File: config.mk
export PLATFORM = sky130hd
export DESIGN_NAME = uart_tx
export DESIGN_NICKNAME = d
export VERILOG_FILES = /design/src/rtl/uart_pkg.sv /design/src/rtl/uart_tx_fifo.sv /design/src/rtl/uart_tx.sv
export SDC_FILE = /design/constraint.sdc
export NUM_CORES = 1
export LEC_CHECK = 0
export ABC_AREA = 1
export ABC_CLOCK_PERIOD_IN_PS = 3700
export BUFFER_PORTS_ARGS = -buffer_cell sky130_fd_sc_hd__buf_2
export CAP_MARGIN = 20
export CORE_MARGIN = 5
export CORE_UTILIZATION = 62
export DETAILED_ROUTE_END_ITERATION = 10
export PLACE_DENSITY = 0.89
export SYNTH_ARGS = -nofsm -noshare
export SYNTH_HDL_FRONTEND = slang
export SYNTH_SLANG_ARGS = --single-unit
File: constraint.sdc
create_clock -name clk -period 3.7 [get_ports clk]
set_input_delay 0.74 -clock clk [delete_from_list [all_inputs] [get_ports clk]]
set_output_delay 0.74 -clock clk [all_outputs]
set_load 0.005 [all_outputs]
File: src/rtl/uart_pkg.sv
// Shared UART definitions: FSM state encoding, baud divisor helper and frame constants.
// Used by both the transmitter and the system receiver.
package uart_pkg;

    typedef enum logic [1:0] {
        IDLE  = 2'd0,
        START = 2'd1,
        DATA  = 2'd2,
        STOP  = 2'd3
    } uart_state_t;

    localparam int   DATA_BITS = 8;
    localparam logic START_LVL = 1'b0;
    localparam logic STOP_LVL  = 1'b1;

    function automatic int calc_clks_per_bit(input int clk_freq, input int baud_rate);
        return clk_freq / baud_rate;
    endfunction

endpackage

File: src/rtl/uart_tx_fifo.sv
// Transmit buffer for uart_tx. With UART_TX_FIFO_EN defined it is a DEPTH-entry
// circular FIFO; otherwise a single holding register with a full flag.
module uart_tx_fifo #(
    parameter int DEPTH = 16
) (
    input  logic       clk,
    input  logic       rst,
    input  logic [7:0] wr_data,
    input  logic       push,
    input  logic       pop,
    output logic [7:0] rd_data,
    output logic       full,
    output logic       empty
);

`ifdef UART_TX_FIFO_EN
    localparam int PTR_W = $clog2(DEPTH);

    if (DEPTH < 2 || (DEPTH & (DEPTH - 1)) != 0) begin : g_depth_chk
        $error("uart_tx_fifo: DEPTH must be a power of two and at least 2");
    end

    logic [7:0]       mem [DEPTH];
    logic [PTR_W-1:0] wr_ptr;
    logic [PTR_W-1:0] rd_ptr;
    logic [PTR_W:0]   count;

    // Power-of-two depth lets the pointers wrap by plain overflow.
    always_ff @(posedge clk or posedge rst) begin
        if (rst) begin
            wr_ptr <= '0;
            rd_ptr <= '0;
            count  <= '0;
        end else begin
            if (push) wr_ptr <= wr_ptr + PTR_W'(1);
            if (pop)  rd_ptr <= rd_ptr + PTR_W'(1);
            case ({push, pop})
                2'b10:   count <= count + (PTR_W+1)'(1);
                2'b01:   count <= count - (PTR_W+1)'(1);
                default: count <= count;
            endcase
        end
    end

    always_ff @(posedge clk) begin
        if (push) mem[wr_ptr] <= wr_data;
    end

    assign rd_data = mem[rd_ptr];
    assign full    = (count == (PTR_W+1)'(DEPTH));
    assign empty   = (count == '0);
`else
    logic [7:0] hold;
    logic       hold_full;

    always_ff @(posedge clk or posedge rst) begin
        if (rst) hold_full <= 1'b0;
        else     hold_full <= push | (hold_full & ~pop);
    end

    always_ff @(posedge clk) begin
        if (push) hold <= wr_data;
    end

    assign rd_data = hold;
    assign full    = hold_full;
    assign empty   = ~hold_full;
`endif

endmodule

File: src/rtl/uart_tx.sv
// Buffered 8N1 UART transmitter, LSB first, idle-high registered line output.
// Buffer depth: FIFO_DEPTH entries when UART_TX_FIFO_EN is defined, else one holding register.
module uart_tx
    import uart_pkg::*;
#(
    parameter int CLK_FREQ   = 100_000_000,
    parameter int BAUD_RATE  = 115200,
    parameter int FIFO_DEPTH = 16
) (
    input  logic       clk,
    input  logic       rst,
    input  logic [7:0] data_in,
    input  logic       valid,
    output logic       ready,
    output logic       tx,
    output logic       busy,
    output logic       tx_done
);

    localparam int CLKS_PER_BIT = calc_clks_per_bit(CLK_FREQ, BAUD_RATE);
    localparam int CNT_W        = (CLKS_PER_BIT > 2) ? $clog2(CLKS_PER_BIT) : 1;
    localparam logic [CNT_W-1:0] CNT_LAST = CNT_W'(CLKS_PER_BIT - 1);
    // tx_done is registered, so it is armed one cycle before the final stop cycle.
    localparam logic [CNT_W-1:0] CNT_DONE = CNT_W'(CLKS_PER_BIT - 2);

    if (CLKS_PER_BIT < 2) begin : g_baud_chk
        $error("uart_tx: CLK_FREQ / BAUD_RATE must be at least 2");
    end

    uart_state_t        state, state_n;
    logic [7:0]         shift, shift_n;
    logic [CNT_W-1:0]   clk_cnt, clk_cnt_n;
    logic [2:0]         bit_cnt, bit_cnt_n;
    logic               tx_q, tx_n;
    logic               done_q, done_n;
    logic               pop;
    logic               push;
    logic [7:0]         fifo_data;
    logic               fifo_full;
    logic               fifo_empty;
    logic               bit_end;

    assign push = valid & ~fifo_full;

    uart_tx_fifo #(
        .DEPTH(FIFO_DEPTH)
    ) u_fifo (
        .clk     (clk),
        .rst     (rst),
        .wr_data (data_in),
        .push    (push),
        .pop     (pop),
        .rd_data (fifo_data),
        .full    (fifo_full),
        .empty   (fifo_empty)
    );

    always_ff @(posedge clk or posedge rst) begin
        if (rst) begin
            state   <= IDLE;
            clk_cnt <= '0;
            bit_cnt <= '0;
            tx_q    <= STOP_LVL;
            done_q  <= 1'b0;
        end else begin
            state   <= state_n;
            clk_cnt <= clk_cnt_n;
            bit_cnt <= bit_cnt_n;
            tx_q    <= tx_n;
            done_q  <= done_n;
        end
    end

    always_ff @(posedge clk) begin
        shift <= shift_n;
    end

    assign bit_end = (clk_cnt == CNT_LAST);

    always_comb begin
        state_n   = state;
        shift_n   = shift;
        clk_cnt_n = clk_cnt + CNT_W'(1);
        bit_cnt_n = bit_cnt;
        tx_n      = tx_q;
        done_n    = 1'b0;
        pop       = 1'b0;
        case (state)
            IDLE: begin
                clk_cnt_n = '0;
                tx_n      = STOP_LVL;
                if (!fifo_empty) begin
                    pop     = 1'b1;
                    shift_n = fifo_data;
                    tx_n    = START_LVL;
                    state_n = START;
                end
            end
            START: begin
                if (bit_end) begin
                    clk_cnt_n = '0;
                    bit_cnt_n = '0;
                    tx_n      = shift[0];
                    shift_n   = shift >> 1;
                    state_n   = DATA;
                end
            end
            DATA: begin
                if (bit_end) begin
                    clk_cnt_n = '0;
                    if (bit_cnt == 3'(DATA_BITS - 1)) begin
                        tx_n    = STOP_LVL;
                        state_n = STOP;
                    end else begin
                        tx_n      = shift[0];
                        shift_n   = shift >> 1;
                        bit_cnt_n = bit_cnt + 3'd1;
                    end
                end
            end
            STOP: begin
                done_n = (clk_cnt == CNT_DONE);
                if (bit_end) begin
                    clk_cnt_n = '0;
                    // Chain straight into the next start bit so frames have no idle gap.
                    if (!fifo_empty) begin
                        pop     = 1'b1;
                        shift_n = fifo_data;
                        tx_n    = START_LVL;
                        state_n = START;
                    end else begin
                        state_n = IDLE;
                    end
                end
            end
            default: begin
                state_n = IDLE;
                tx_n    = STOP_LVL;
            end
        endcase
    end

    assign tx      = tx_q;
    assign tx_done = done_q;
    assign ready   = ~fifo_full;
    assign busy    = (state != IDLE) || !fifo_empty;

endmodule
==> run metrics, run 1 <==
status complete, no violations; Cell variety after synth 25; Final HPWL DP 2220 um; proportion of layout cells with a drive suffix above 1 19.8%; Clk Latency, worst-skew pair 0.34 ns; post-route setup TNS 0 ns; LEAKAGE about 0.89 nW; CP max stage delay 0.44 ns; crit-path max FO 5; R2R Path End shift[4]; largest net degree at the start of global routing 19; RD Place Congestion 0.983; most common cell after layout, fill and taps aside nand2_1; fillers 163; initial DRC count ~110; Top delay family on crit path flip-flops; Worst-path clk slew between 0.1 and 0.15 ns; post-DR wirelength/cell 13.5 um; slowest stage cell, crit path dfrtp_1; pre-CTS setup slack 1.81 ns; Initial Utilization 66.0%; clk_skew between 0.008 and 0.009 ns; MaxCap Viol Count 0; core area between 2000 and 3000 um2; # nets final around 220; Synth Area per Inst 9.49 um2; die width 62.1 um; Levels on crit path 4; crit end category primary output; CTS resizes 0; Tot GR Track Use 19.7%; Max Freq 461 MHz; Reg2Reg Depth 7; pwr dens 765 nW/um2; Mapped Cells 177; drc violations 0; clock tree buffer depth 2; Switch Pwr 0.525 mW; clock root buffer clkbuf_4; CP startpoint state[0]; FF-to-FF setup slack 1.78 ns; die area approximately 3900 um2; die height between 60 and 70 um; Max Slew Vio Count 0; DR vias about 1.2k; worst path arrival time 1.43 ns; Hold Crit Class flop to flop; CTS HTree Levels 2; Flop pwr share 41.4%; Hold Vio Cnt, Final 0; Sw Share 36.3%; final worst slack 1.53 ns; Gate power share 34.1%; final worst path period share 58.6%; CTS tree done; total CTS buffers 5; DRT antenna net count 0; setup bufs post-CTS 0; critical path endpoint busy; CP required 2.96 ns; first-pass GRT wire length ~5400 um; PortBufs 14; Ys Warns 0; CP bufs+invs 2; synthesis-stage register bit count 34; element type at the critical path start flop; Syn Std Cell Area 1680 um2; final wirelength about 3100 um; clock sinks 34; RSZ-0062 raised after global routing false; hold buffers post-CTS 0; Tmin final approximately 2.2 ns; Overflow after GRT 0; share of total power in the clock network 24.5%; crit path kind flop to primary output; CP Cell Sequence inv_1 -> ha_1 -> nand2_1 -> buf_2; most frequent cells in the layout nand2_1, inv_1, nand3_1, dfrtp_1; number of global-route vias before repair 1,222; I/O pin count 15; Area Growth Syn to Fin 12.5%; antenna diode count 0; register area share after synthesis 55.5%; Relative slew margins roughly 55%; initial antenna violation count 0; worst slew pin tran 0.670 ns; Max VDD drop 0.557 mV; # setup viols final 0; Via-to-Cell Ratio 5.46; syn nets 197; number of core rows 18; R2R Path Start state[0]; P_int 0.921 mW; DR pass1 iterations 4
[Yosys cell counts]
| library cell | n | area, um2 |
|---|---|---|
| edfxtp_1 | 16 | 480 |
| nand2_2 | 7 | 43.8 |
| nor3_4 | 1 | 16.3 |
| xnor2_1 | 1 | 8.76 |
| nand3_1 | 17 | 85.1 |
| buf_1 | 1 | 3.75 |
| o21ai_1 | 3 | 15.0 |
| o21ai_0 | 2 | 10.0 |
| dfrtp_1 | 17 | 425 |
| dfstp_2 | 1 | 26.3 |
| nor2_1 | 16 | 60.1 |
| nor2_4 | 1 | 11.3 |
| a211oi_1 | 1 | 7.51 |
| nor3b_1 | 1 | 7.51 |
| nor2_2 | 6 | 37.5 |
| o21bai_1 | 1 | 7.51 |
| nor3_1 | 4 | 20.0 |
| ha_1 | 9 | 113 |
| nand4_1 | 1 | 6.26 |
| xor2_1 | 3 | 26.3 |
| a21oi_1 | 4 | 20.0 |
| inv_1 | 20 | 75.1 |
| nand2_4 | 1 | 11.3 |
| nand2_1 | 42 | 158 |
| buf_2 | 1 | 5.00 |
[layout make-up]
type / count / area [um2] / share of cell area, %
Sequential cell: 34 / 932 / 49.3
Timing Repair Buffer: 14 / 70.1 / 3.71
Clock inverter: 2 / 60.1 / 3.18
Tap cell: 30 / 37.5 / 1.99
Inverter: 20 / 75.1 / 3.97
Multi-Input combinational cell: 121 / 664 / 35.1
Clock buffer: 6 / 51.3 / 2.71
[worst reg2reg max path: cells and delay by family, from the launching register on]
kind | cells | cell delay, ns
and+or+nand+nor | 5 | 0.78
DFF | 1 | 0.44
adders and majority gates | 1 | 0.25
buffers and inverters | 1 | 0.12
[logic make-up (layout without fill, tap and decap cells)]
kind of cell	Yosys count	count (layout)	synth area share, %
AND/OR/NAND/NOR	97	97	27.2
flip-flops	34	34	55.5
buffers and inverters	22	42	4.99
AO/OA/AOI/OAI	11	11	3.57
adder cells (fa/ha/maj)	9	9	6.70
XOR/XNOR	4	4	2.09
[layer usage]
| layer | vias up | share of wire [%] | track usage (%) | routed length, um |
|---|---|---|---|---|
| li1 | 614 | - | - | - |
| met1 | 580 | 44 | 25.3 | 1350 |
| met2 | 38 | 48 | 31.1 | 1470 |
| met3 | 8 | 6.1 | 7.02 | 186 |
| met4 | 0 | 1.5 | 6.97 | 47 |
| met5 | - | 0 | 0 | 0 |
[worst min-delay path by stage]
stage,start,endpoint,depth (start not counted)
floorplan,tx,tx,2
global placement,tx,tx,2
detailed placement,tx,tx,2
CTS,tx,tx,2
global route,tx,tx,2
finish,tx,tx,2
[per-stage QoR]
stage | total power, mW | instance area, um2 | util (%) | instances | hold WS [ns]
3_5_place_dp | 1.09 | 1780 | 69.9 | 219 | 0.454
5_1_grt | 1.56 | 1890 | 74.3 | 227 | 0.489
6_report | 1.45 | 1890 | 74.3 | 227 | 0.465
2_1_floorplan | 0.972 | 1680 | - | 177 | 0.451
3_3_place_gp | 1.06 | 1780 | 69.9 | 219 | 0.451
4_1_cts | 1.46 | 1890 | 74.3 | 227 | 0.470
[power groups by stage]
stage	Sequential (mW)	Combinational (mW)	Clock (mW)
2_1_floorplan	0.584	0.388	0
3_3_place_gp	0.601	0.459	0
3_5_place_dp	0.606	0.486	0
4_1_cts	0.600	0.492	0.363
5_1_grt	0.608	0.568	0.386
6_report	0.599	0.492	0.354
[registers in the layout, summed over array words and instances, names as in the netlist]
name,flops
bit_cnt,3
tx,1
shift,8
clk_cnt,10
u_fifo.rd_data,8
u_fifo.full,1
tx_done,1
state,2
Note: power is estimated with default switching activity, not from simulation.
==> run 2, diff against run 1 <==
--- a/config.mk
+++ b/config.mk
@@ -5,14 +5,14 @@
 export SDC_FILE = /design/constraint.sdc
 export NUM_CORES = 1
 export LEC_CHECK = 0
-export ABC_AREA = 1
-export ABC_CLOCK_PERIOD_IN_PS = 3700
+export ABC_AREA = 0
+export ABC_CLOCK_PERIOD_IN_PS = 2000
 export BUFFER_PORTS_ARGS = -buffer_cell sky130_fd_sc_hd__buf_2
 export CAP_MARGIN = 20
 export CORE_MARGIN = 5
-export CORE_UTILIZATION = 62
+export CORE_UTILIZATION = 57
 export DETAILED_ROUTE_END_ITERATION = 10
-export PLACE_DENSITY = 0.89
+export PLACE_DENSITY = 0.83
 export SYNTH_ARGS = -nofsm -noshare
 export SYNTH_HDL_FRONTEND = slang
 export SYNTH_SLANG_ARGS = --single-unit
==> constraint.sdc (replaced) <==
create_clock -name clk -period 2 [get_ports clk]
set_input_delay 0.4 -clock clk [delete_from_list [all_inputs] [get_ports clk]]
set_output_delay 0.4 -clock clk [all_outputs]
set_load 0.005 [all_outputs]
==> run metrics, run 2 <==
hold buffers post-CTS 0 (unchanged); clk_skew 0.0103 ns (+0.00221 ns); die area 4030 um2 (+4.8%); worst slew pin tran 0.676 ns (+0.00605 ns); crit path kind flop to flop; Synth Area per Inst 12.1 um2 (+27%); Max VDD drop 0.690 mV (+24%); syn nets 155 (-21%); Post-synth ARST share 52.9% (unchanged); CP required 2.06 ns (-0.90 ns); antenna diode count 0 (unchanged); most common cell after layout, fill and taps aside dfrtp_1; initial antenna violation count 0 (unchanged); Largest register FFs 10 (unchanged); cell taking the most area after synthesis edfxtp_1; initial DRC count 78 (-26%); Final HPWL DP 2050 um (-7.6%); clock root buffer clkbuf_4; Tmin final 1.91 ns; M1 GR Usage 21.7% (-3.6 points); post-DR wirelength/cell 15.1 um (+12%); total CTS buffers 5 (unchanged); clock sinks 34 (unchanged); MaxCap Viol Count 0 (unchanged); core area 2760 um2 (+8.4%); die height 63.5 um (+2.4%); Area contributors post-synth edfxtp_1, dfrtp_1, ha_1, nor2_1, a22o_1; status complete, no violations; register area share after synthesis 57.1% (+1.6 points); CTS tree done; number of flops mapped to enable cells by yosys 16 (unchanged); post-route setup TNS 0 ns (unchanged); DRT antenna net count 0 (unchanged); CTS resizes 0 (unchanged); # setup viols final 0 (unchanged); proportion of netlist area held by the largest area contributor 29.4% (+0.83 points); Overflow after GRT 0 (unchanged); RD Place Congestion 0.809 (-18%); worst path arrival time 1.96 ns (+0.53 ns); number of global-route vias before repair 1,044 (-15%); Syn Std Cell Area 1630 um2 (-2.8%); number of core rows 19 (+1); LEAKAGE 0.781 nW (-12%); Biggest register clk_cnt; final worst path period share 95.3%; Max Freq 525 MHz; proportion of layout cells with a drive suffix above 1 18.8% (-0.97 points); # nets final 173 (-20%); Cell variety after synth 39 (+56%); Tot GR Track Use 15.8% (-3.9 points); Hold Crit Class primary input to async pin; DR pass1 iterations 4 (unchanged); FF-to-FF setup slack 0.09 ns (-1.69 ns); Max Slew Vio Count 0 (unchanged); fillers 215 (+32%); first-pass GRT wire length 4900 um (-8.6%); die width 63.5 um (+2.4%); pre-CTS setup slack 0.112 ns (-1.70 ns); RSZ-0062 raised after global routing false; Relative slew margins 54.8% (-0.45 points); final worst slack 0.0942 ns (-1.44 ns); final wirelength 2800 um (-8.6%); routing usage on met2 22.0% (-9.1 points); Initial Utilization 59.2% (-6.8 points); Most Crowded Layer GR met2; PortBufs 14 (unchanged); crit end category flop; fin cells 185 (-19%); drc violations 0 (unchanged); Ys Warns 0 (unchanged); CTS HTree Levels 2 (unchanged); element type at the critical path start flop; Worst-path clk slew 0.11 ns (about the same); Mapped Cells 135 (-24%); I/O pin count 15 (unchanged); GR Layer Usage met3 6.57% (-0.45 points); fin area 1810 um2 (-4.5%); setup bufs post-CTS 0 (unchanged); pwr dens 699 nW/um2 (-8.6%); Via-to-Cell Ratio 5.74 (+5.1%); Hold Vio Cnt, Final 0 (unchanged); DR vias 1,062 (-14%); ys flop type dfrtp_1; Placed Area 1730 um2 (-2.7%); crit-path max FO 7 (+2); Area Growth Syn to Fin 10.6%; Clk Latency, worst-skew pair 0.34 ns (about the same); most frequent cells in the layout dfrtp_1, edfxtp_1, nor2_1, buf_2; commonest cells in the netlist dfrtp_1, edfxtp_1, nor2_1; placed cell count 177 (-19%); cell with the most instances after synthesis dfrtp_1; synthesis-stage register bit count 34 (unchanged); largest net degree at the start of global routing 19 (unchanged); clock tree buffer depth 2 (unchanged)
==> run 2: cell types whose count changed after synthesis, moves of 5 or more <==
cell     before  now
nand2_2       7    0
nand3_1      17    7
nand2_1      42    5
a22o_1        0    6
xnor2_1       1    6
nor2_2        6    0
inv_1        20    9
==> run 2: cell families after synthesis <==
logic type	count (synthesis)	synth area share, %
compound gates	24	11.3
xor+xnor	8	4.29
fa+ha+maj	9	6.90
buf+inv	14	3.75
flops	34	57.1
mux	3	1.92
simple gates	43	14.7
==> run 2: layout make-up <==
class	count	area [um2]	area share, %
inverter	9	33.8	1.87
sequential	34	932	51.6
tap	31	38.8	2.15
multi-input combinational	87	641	35.5
clock buffer	6	41.3	2.29
clock inverter	2	33.8	1.87
timing repair buffer	16	85.1	4.71
==> run 2: metrics by stage <==
step / util [%] / hold slack (ns) / power [mW]
5_1_grt: 65.5 / 0.204 / 1.31
6_report: 65.5 / 0.134 / 1.26
2_1_floorplan: - / 0.338 / 0.772
3_5_place_dp: 62.7 / 0.481 / 0.788
3_3_place_gp: 62.7 / 0.454 / 0.787
4_1_cts: 65.5 / 0.156 / 1.27
==> run 2: path summary, 6_finish.rpt <==
kind	from	endpoint	cells after the start
worst max-delay path	state[0]	shift[5]	5
worst min-delay path	rst	bit_cnt[2]	2
worst max register to register	state[0]	shift[5]	5
worst min register to register	tx	tx	2
max in group asynchronous	rst	clk_cnt[2]	2
min in group clk	data_in[6]	u_fifo.rd_data[6]	1
==> run 2: critical path, stage by stage, from the launching register on <==
cell     delay (ns)
dfrtp_1        0.44
inv_1          0.11
ha_1           0.21
or3_1          0.43
a22oi_2        0.18
o21a_2         0.26
==> run 2: where the power goes <==
group	leakage, nW	internal (mW)	switching, mW	total (mW)
sequential	0.373	0.738	0.00608	0.744
combinational	0.368	0.0117	0.0165	0.0282
clock	0.0399	0.260	0.229	0.489
==> run 2: per-layer routing <==
metal	vias to the layer above	wire [um]	part of all wire (%)
li1	522	-	-
met1	502	1350	48
met2	30	1210	43
met3	8	183	6.5
met4	0	50	1.8
met5	-	0	0
